File: config.mk
export PLATFORM = sky130hd
export DESIGN_NAME = ip_frame_scheduler_flat
export DESIGN_NICKNAME = d
export VERILOG_FILES = /design/src/rtl/ip_frame_scheduler_if.sv /design/src/rtl/ip_frame_scheduler.sv /design/src/flat_wrapper.sv
export SDC_FILE = /design/constraint.sdc
export NUM_CORES = 1
export LEC_CHECK = 0
export ABC_CLOCK_PERIOD_IN_PS = 8300
export CAP_MARGIN = 20
export CORE_UTILIZATION = 35
export DETAILED_ROUTE_END_ITERATION = 16
export HOLD_SLACK_MARGIN = 0.02
export PLACE_DENSITY_LB_ADDON = 0.3
export SLEW_MARGIN = 20
export SYNTH_ARGS = -nofsm -noshare
export SYNTH_HDL_FRONTEND = slang
export SYNTH_SLANG_ARGS = --single-unit
File: constraint.sdc
create_clock -name clock -period 8.3 [get_ports clock]
set_input_delay 0.83 -clock clock [delete_from_list [all_inputs] [get_ports clock]]
set_output_delay 0.83 -clock clock [all_outputs]
set_load 0.05 [all_outputs]
File: src/rtl/ip_frame_scheduler_if.sv
// Frame-buffer, datapath and control signals of the frame scheduler.
// The master modport is the scheduler's side; slave is the surrounding system.
interface ip_frame_scheduler_if #(
  parameter int ADDR_W = 19
);
  logic              start;
  logic [9:0]        mode_in;
  logic              busy;
  logic              done;
  logic [9:0]        mode_out;
  logic              rd_en;
  logic [ADDR_W-1:0] rd_addr;
  logic [23:0]       rd_data;
  logic [23:0]       ip_pixel_out;
  logic [23:0]       ip_pixel_in;
  logic              wr_en;
  logic              wr_ready;
  logic [ADDR_W-1:0] wr_addr;
  logic [23:0]       wr_data;

  modport master (
    input  start, mode_in, rd_data, ip_pixel_in, wr_ready,
    output busy, done, mode_out, rd_en, rd_addr, ip_pixel_out, wr_en, wr_addr, wr_data
  );

  modport slave (
    output start, mode_in, rd_data, ip_pixel_in, wr_ready,
    input  busy, done, mode_out, rd_en, rd_addr, ip_pixel_out, wr_en, wr_addr, wr_data
  );
endinterface

File: src/rtl/ip_frame_scheduler.sv
// Walks one frame through the image datapath in groups of up to 8 pixels:
// read a group, stream it through the datapath, buffer the results, write them back.
module ip_frame_scheduler #(
  parameter int H_PIXELS   = 640,
  parameter int V_PIXELS   = 480,
  parameter int ADDR_W     = 19,
  parameter int RD_LATENCY = 1
) (
  input  logic                 clock,
  input  logic                 reset,
  ip_frame_scheduler_if.master bus
);

  localparam int TOTAL = H_PIXELS * V_PIXELS;
  localparam int PIPE  = RD_LATENCY + 2;
  localparam logic [ADDR_W:0] TOTAL_W = (ADDR_W + 1)'(TOTAL);
  localparam logic [ADDR_W:0] GROUP_W = (ADDR_W + 1)'(8);

  typedef enum logic [2:0] {IDLE, READ, WAIT, WRITE, DONE} state_t;

  state_t            state, next_state;
  logic [ADDR_W-1:0] base;
  logic [2:0]        rd_idx, wr_idx;
  logic [9:0]        mode_reg;
  logic [23:0]       pixel_reg;
  logic [PIPE-1:0]   pipe_vld;
  logic [2:0]        pipe_idx [PIPE];
  logic [23:0]       grp_buf [8];

  logic [ADDR_W:0]   remaining;
  logic [3:0]        grp_n;
  logic              last_rd, last_wr, cap_last, wr_fire, more;

  // The final group of a frame may be shorter than 8 pixels.
  always_comb begin
    remaining = TOTAL_W - {1'b0, base};
    grp_n     = (remaining >= GROUP_W) ? 4'd8 : remaining[3:0];
    last_rd   = ({1'b0, rd_idx} == grp_n - 4'd1);
    last_wr   = ({1'b0, wr_idx} == grp_n - 4'd1);
    cap_last  = pipe_vld[PIPE-1] && ({1'b0, pipe_idx[PIPE-1]} == grp_n - 4'd1);
    wr_fire   = (state == WRITE) && bus.wr_ready;
    more      = remaining > (ADDR_W + 1)'(grp_n);
  end

  always_ff @(posedge clock) begin
    if (reset) state <= IDLE;
    else       state <= next_state;
  end

  always_comb begin
    next_state = state;
    case (state)
      IDLE:    if (bus.start) next_state = READ;
      READ:    if (last_rd) next_state = WAIT;
      WAIT:    if (cap_last) next_state = WRITE;
      WRITE:   if (wr_fire && last_wr) next_state = more ? READ : DONE;
      DONE:    next_state = IDLE;
      default: next_state = IDLE;
    endcase
  end

  always_ff @(posedge clock) begin
    if (reset) begin
      base      <= '0;
      rd_idx    <= '0;
      wr_idx    <= '0;
      mode_reg  <= '0;
      pixel_reg <= '0;
      pipe_vld  <= '0;
    end else begin
      if (state == IDLE && bus.start) begin
        mode_reg <= bus.mode_in;
        base     <= '0;
        rd_idx   <= '0;
        wr_idx   <= '0;
      end
      if (state == READ) rd_idx <= last_rd ? 3'd0 : rd_idx + 3'd1;
      if (wr_fire) begin
        wr_idx <= last_wr ? 3'd0 : wr_idx + 3'd1;
        if (last_wr && more) base <= base + ADDR_W'(grp_n);
      end
      pipe_vld <= {pipe_vld[PIPE-2:0], state == READ};
      // Stage RD_LATENCY-1 marks the cycle the memory presents the requested pixel.
      if (pipe_vld[RD_LATENCY-1]) pixel_reg <= bus.rd_data;
    end
  end

  always_ff @(posedge clock) begin
    pipe_idx[0] <= rd_idx;
    for (int i = 1; i < PIPE; i++) pipe_idx[i] <= pipe_idx[i-1];
    if (pipe_vld[PIPE-1]) grp_buf[pipe_idx[PIPE-1]] <= bus.ip_pixel_in;
  end

  always_comb begin
    bus.busy         = (state != IDLE);
    bus.done         = (state == DONE);
    bus.mode_out     = mode_reg;
    bus.ip_pixel_out = pixel_reg;
    bus.rd_en        = 1'b0;
    bus.rd_addr      = '0;
    bus.wr_en        = 1'b0;
    bus.wr_addr      = '0;
    bus.wr_data      = '0;
    if (state == READ) begin
      bus.rd_en   = 1'b1;
      bus.rd_addr = base + ADDR_W'(rd_idx);
    end
    if (state == WRITE) begin
      bus.wr_en   = 1'b1;
      bus.wr_addr = base + ADDR_W'(wr_idx);
      bus.wr_data = grp_buf[wr_idx];
    end
  end

endmodule

File: src/flat_wrapper.sv
// flat-port wrapper written by rule: the top's interface ports become plain ports
module ip_frame_scheduler_flat 
#(
  parameter int H_PIXELS   = 640,
  parameter int V_PIXELS   = 480,
  parameter int ADDR_W     = 19,
  parameter int RD_LATENCY = 1
)
  (clock, reset, bus_start, bus_mode_in, bus_rd_data, bus_ip_pixel_in, bus_wr_ready, bus_busy, bus_done, bus_mode_out, bus_rd_en, bus_rd_addr, bus_ip_pixel_out, bus_wr_en, bus_wr_addr, bus_wr_data);
  ip_frame_scheduler_if #(.ADDR_W(ADDR_W)) bus_i ();
  input  logic clock;
  input  logic reset;
  input wire logic [$bits(bus_i.start)-1:0] bus_start;
  input wire logic [$bits(bus_i.mode_in)-1:0] bus_mode_in;
  input wire logic [$bits(bus_i.rd_data)-1:0] bus_rd_data;
  input wire logic [$bits(bus_i.ip_pixel_in)-1:0] bus_ip_pixel_in;
  input wire logic [$bits(bus_i.wr_ready)-1:0] bus_wr_ready;
  output wire logic [$bits(bus_i.busy)-1:0] bus_busy;
  output wire logic [$bits(bus_i.done)-1:0] bus_done;
  output wire logic [$bits(bus_i.mode_out)-1:0] bus_mode_out;
  output wire logic [$bits(bus_i.rd_en)-1:0] bus_rd_en;
  output wire logic [$bits(bus_i.rd_addr)-1:0] bus_rd_addr;
  output wire logic [$bits(bus_i.ip_pixel_out)-1:0] bus_ip_pixel_out;
  output wire logic [$bits(bus_i.wr_en)-1:0] bus_wr_en;
  output wire logic [$bits(bus_i.wr_addr)-1:0] bus_wr_addr;
  output wire logic [$bits(bus_i.wr_data)-1:0] bus_wr_data;
  assign bus_i.start = bus_start;
  assign bus_i.mode_in = bus_mode_in;
  assign bus_i.rd_data = bus_rd_data;
  assign bus_i.ip_pixel_in = bus_ip_pixel_in;
  assign bus_i.wr_ready = bus_wr_ready;
  assign bus_busy = bus_i.busy;
  assign bus_done = bus_i.done;
  assign bus_mode_out = bus_i.mode_out;
  assign bus_rd_en = bus_i.rd_en;
  assign bus_rd_addr = bus_i.rd_addr;
  assign bus_ip_pixel_out = bus_i.ip_pixel_out;
  assign bus_wr_en = bus_i.wr_en;
  assign bus_wr_addr = bus_i.wr_addr;
  assign bus_wr_data = bus_i.wr_data;
  ip_frame_scheduler #(.H_PIXELS(H_PIXELS), .V_PIXELS(V_PIXELS), .ADDR_W(ADDR_W), .RD_LATENCY(RD_LATENCY)) u_core (.clock(clock), .reset(reset), .bus(bus_i));
endmodule
==> metrics.md <==
| Metric | Value |
|---|---|
| Post-CTS Hold Fix Bufs | 0 |
| YS warnings | 0 |
| Number of I/O port buffers | 161 |
| FFs w/ async S/R, synth | 0% |
| Final Slew Violations | 0 |
| Xor and xnor fraction of the mapped netlist area | ~2.9% |
| Setup crit end kind | output port |
| Via density | ~5.2 |
| Adder-cell share of the synthesized area | under 10% |
| Synth top area share | approximately 48% |
| NetSw | a little over 600 uW |
| Sum of negative setup slack | 0 ps |
| Post-place setup slack | 3365 ps |
| Status | completed |
| Most common cell in the netlist | edfxtp_1 |
| Max Root-Sink Buffers | 3 |
| Layout net count | around 1100 |
| PostCTS Resize Cnt | 0 |
| Final WS setup | around 3300 ps |
| Post-layout util | about 45% |
| Synth top cells by count | 192 x edfxtp_1, 105 x nor2_1, 77 x dfxtp_1 |
| Clock power share | a little over two fifths |
| Site row count | between 60 and 70 |
| Sw Share | a little over a fifth |
| Crit start category | flip-flop |
| Fin crit share | 60.32% |
| Setup bufs post-CTS | 0 |
| Initial DRC Count | around 530 |
| Setup Viol. Count Final | 0 |
| Root Driver | clkbuf_16 |
| Largest family of logic cells by synthesized area | multiplexers |
| Die X | between 150 and 200 um |
| Number of synthesized register bits | 269 |
| Layout area overhead | 24.69% |
| Die footprint | roughly 35000 sq um |
| Syn_nets | 1000 |
| Die height | around 190 um |
| Fmax | approximately 0.2 GHz |
| Synth cell types | 67 |
| IO Pins | 162 |
| Mapped Cells | 923 |
| Starting Density | 35.85% |
| Post-route ant nets | 0 |
| Main flop type after synthesis | edfxtp_1 |
| Core area | ~34000 sq um |
| Worst skew pair latency | around 570 ps |
| RePlAce Congestion | 0.8948 |
| Maxcap violations | 0 |
| Post-synth EDFFs | ~190 |
| Initial antenna violation count | 2 |
| Crit path kind | flip-flop to output port |
| Internal Power | 2201 uW |
| Final Hold Viols | 0 |
| CP arrival | 4180 ps |
| Share of cells above drive strength 1 | around an eighth |
| Worst Tran Pin Value | around 980 ps |
| Total GRT Usage | approximately 17% |
| Total congestion overflow | 0 |
| Worst Clk Skew | around 26 ps |
| RSZ-0062 raised after global routing | no |
| Syn_area_per_cell | roughly 13 sq um |
| Routed WL | between 20000 and 30000 um |
| 1st-pass router iterations | 5 |
| Largest net degree at the start of global routing | 62 |
| Residual DRC | 0 |
| PwrDens | 186.1 nW/um^2 |
| Sequential Power Share | between 50% and 60% |
| Clock-pin slew of the registers on the worst-case setup and hold paths | about 60 ps |
| Final Critical Period | approximately 5000 ps |
| First-pass GRT wire length | 46800 um |
| Hold Crit Class | flip-flop to flip-flop |
| H-Tree Depth | 1 |
| Simple-gate share of the synthesized area | a little over an eighth |
| Comb power frac | 4.7% |
| CTS sink count | 269 |
| Cell area after synthesis | 12110 sq um |
| DR vias | approximately 8000 |
| Multiplexer share of the synthesized area | 13.42% |
| DP HPWL | around 18000 um |
| Critical Path RT | 7470 ps |
| Vias in the first global route | around 8200 |
| Max VDD drop | roughly 0.17 mV |
| Yosys top cell by area | edfxtp_1 |
| Min Hold Slack | between 300 and 400 ps |
| Largest cells by area after synthesis | edfxtp_1 48%, dfxtp_1 13%, mux4_2 8.9%, mux2i_1 4.2%, nor2_1 3.3% |
| CTS tree | built |
| WL per Instance | 19.19 um |
| Leak pwr | a little under 0.005 uW |
| Crit path max fanout | 13 |
| Total CTS buffers | 30 |
| Sequential area share after synthesis | 60.34% |
| Worst slew margin | 34.92% |
| Post-synthesis compound-gate area fraction | under 10% |
## power groups by stage
stage / sequential (uW) / clock [uW] / combinational [uW]
6_report: 1460 / 1220 / 132
5_1_grt: 1460 / 1300 / 142
4_1_cts: 1460 / 1250 / 133
3_5_place_dp: 1490 / 0 / 133
3_3_place_gp: 1490 / 0 / 132
2_1_floorplan: 1510 / 0 / 36.6
## stage by stage
step | std cells | cell area (sq um) | total power [uW]
2_1_floorplan | 923 | 12110 | 1549
3_3_place_gp | 1486 | 14160 | 1617
3_5_place_dp | 1486 | 14160 | 1618
4_1_cts | 1539 | 15080 | 2839
5_1_grt | 1540 | 15100 | 2899
6_report | 1541 | 15100 | 2810
## layout make-up
class / instances / area [sq um]
Inverter: 13 / 48.80
Timing Repair Buffer: 174 / 1717
Clock buffer: 37 / 777.0
Clock inverter: 16 / 136.4
Tap cell: 448 / 560.5
Fill cell: 3046 / 18680
Multi-Input combinational cell: 583 / 4546
Sequential cell: 269 / 7313
Antenna cell: 1 / 2.502
## layout by cell type, fill, tap and decap left out, drive strengths merged, types with 4 or more instances in the layout
cell type / instances
and3: 10
nand3b: 5
xor2: 17
a21o: 5
clkinv: 13
nor4: 9
clkbuf: 37
or2: 5
clkdlybuf4s50: 160
nor3: 20
o211ai: 6
dfxtp: 77
and2: 8
nand4: 11
nand3: 28
nand2b: 7
o21ai: 21
inv: 14
or3: 15
buf: 14
o311ai: 6
nor3b: 4
nor2b: 7
nor2: 105
mux2i: 51
ha: 13
xnor2: 18
a21oi: 35
a32oi: 4
nand2: 71
a31oi: 11
mux4: 48
edfxtp: 192
## flip-flops by register name (all words and copies together), names as in the netlist, named ones only
register,cells
u_core.base,19
u_core.bus.ip_pixel_out,24
u_core.bus.mode_out,10
u_core.grp_buf,192
u_core.pipe_idx,9
u_core.pipe_vld,3
u_core.rd_idx,3
u_core.state,3
u_core.wr_idx,3
## per-layer routing
| layer | GRT usage [%] | vias to the layer above | part of all wire, % |
|---|---|---|---|
| li1 | - | 3778 | - |
| met3 | 3.724 | 52 | 6.8 |
| met4 | 4.784 | 2 | 2.4 |
| met1 | 23.60 | 3971 | 46 |
| met5 | 0 | - | 0.044 |
| met2 | 25.89 | 285 | 45 |
## final timing paths
path / from / to / slack, ps / cells after the start
max reg2reg: u_core.base[0] / u_core.base[7] / 3340 / 15
min: u_core.pipe_idx[0][5] / u_core.pipe_idx[0][8] / 320 / 0
min reg2reg: u_core.pipe_idx[0][5] / u_core.pipe_idx[0][8] / 320 / 0
max: u_core.base[8] / bus_wr_addr[17] / 3290 / 9
## logic make-up after synthesis
kind of cell,Yosys count
XOR/XNOR,37
flip-flops,269
multiplexers,102
AND/OR/NAND/NOR,317
adder cells (fa/ha/maj),15
AO/OA/AOI/OAI,112
buffers and inverters,71
## worst max-delay path, stage by stage (launching register included)
cell and delay (ps):
dfxtp_1 650, nand4_1 430, nor2_1 270, and3_1 280, nand3_1 260, inv_1 130
nand3_1 200, or3_1 420, a21oi_1 150, clkdlybuf4s50_1 830
Power figures use the tool's default switching activity.
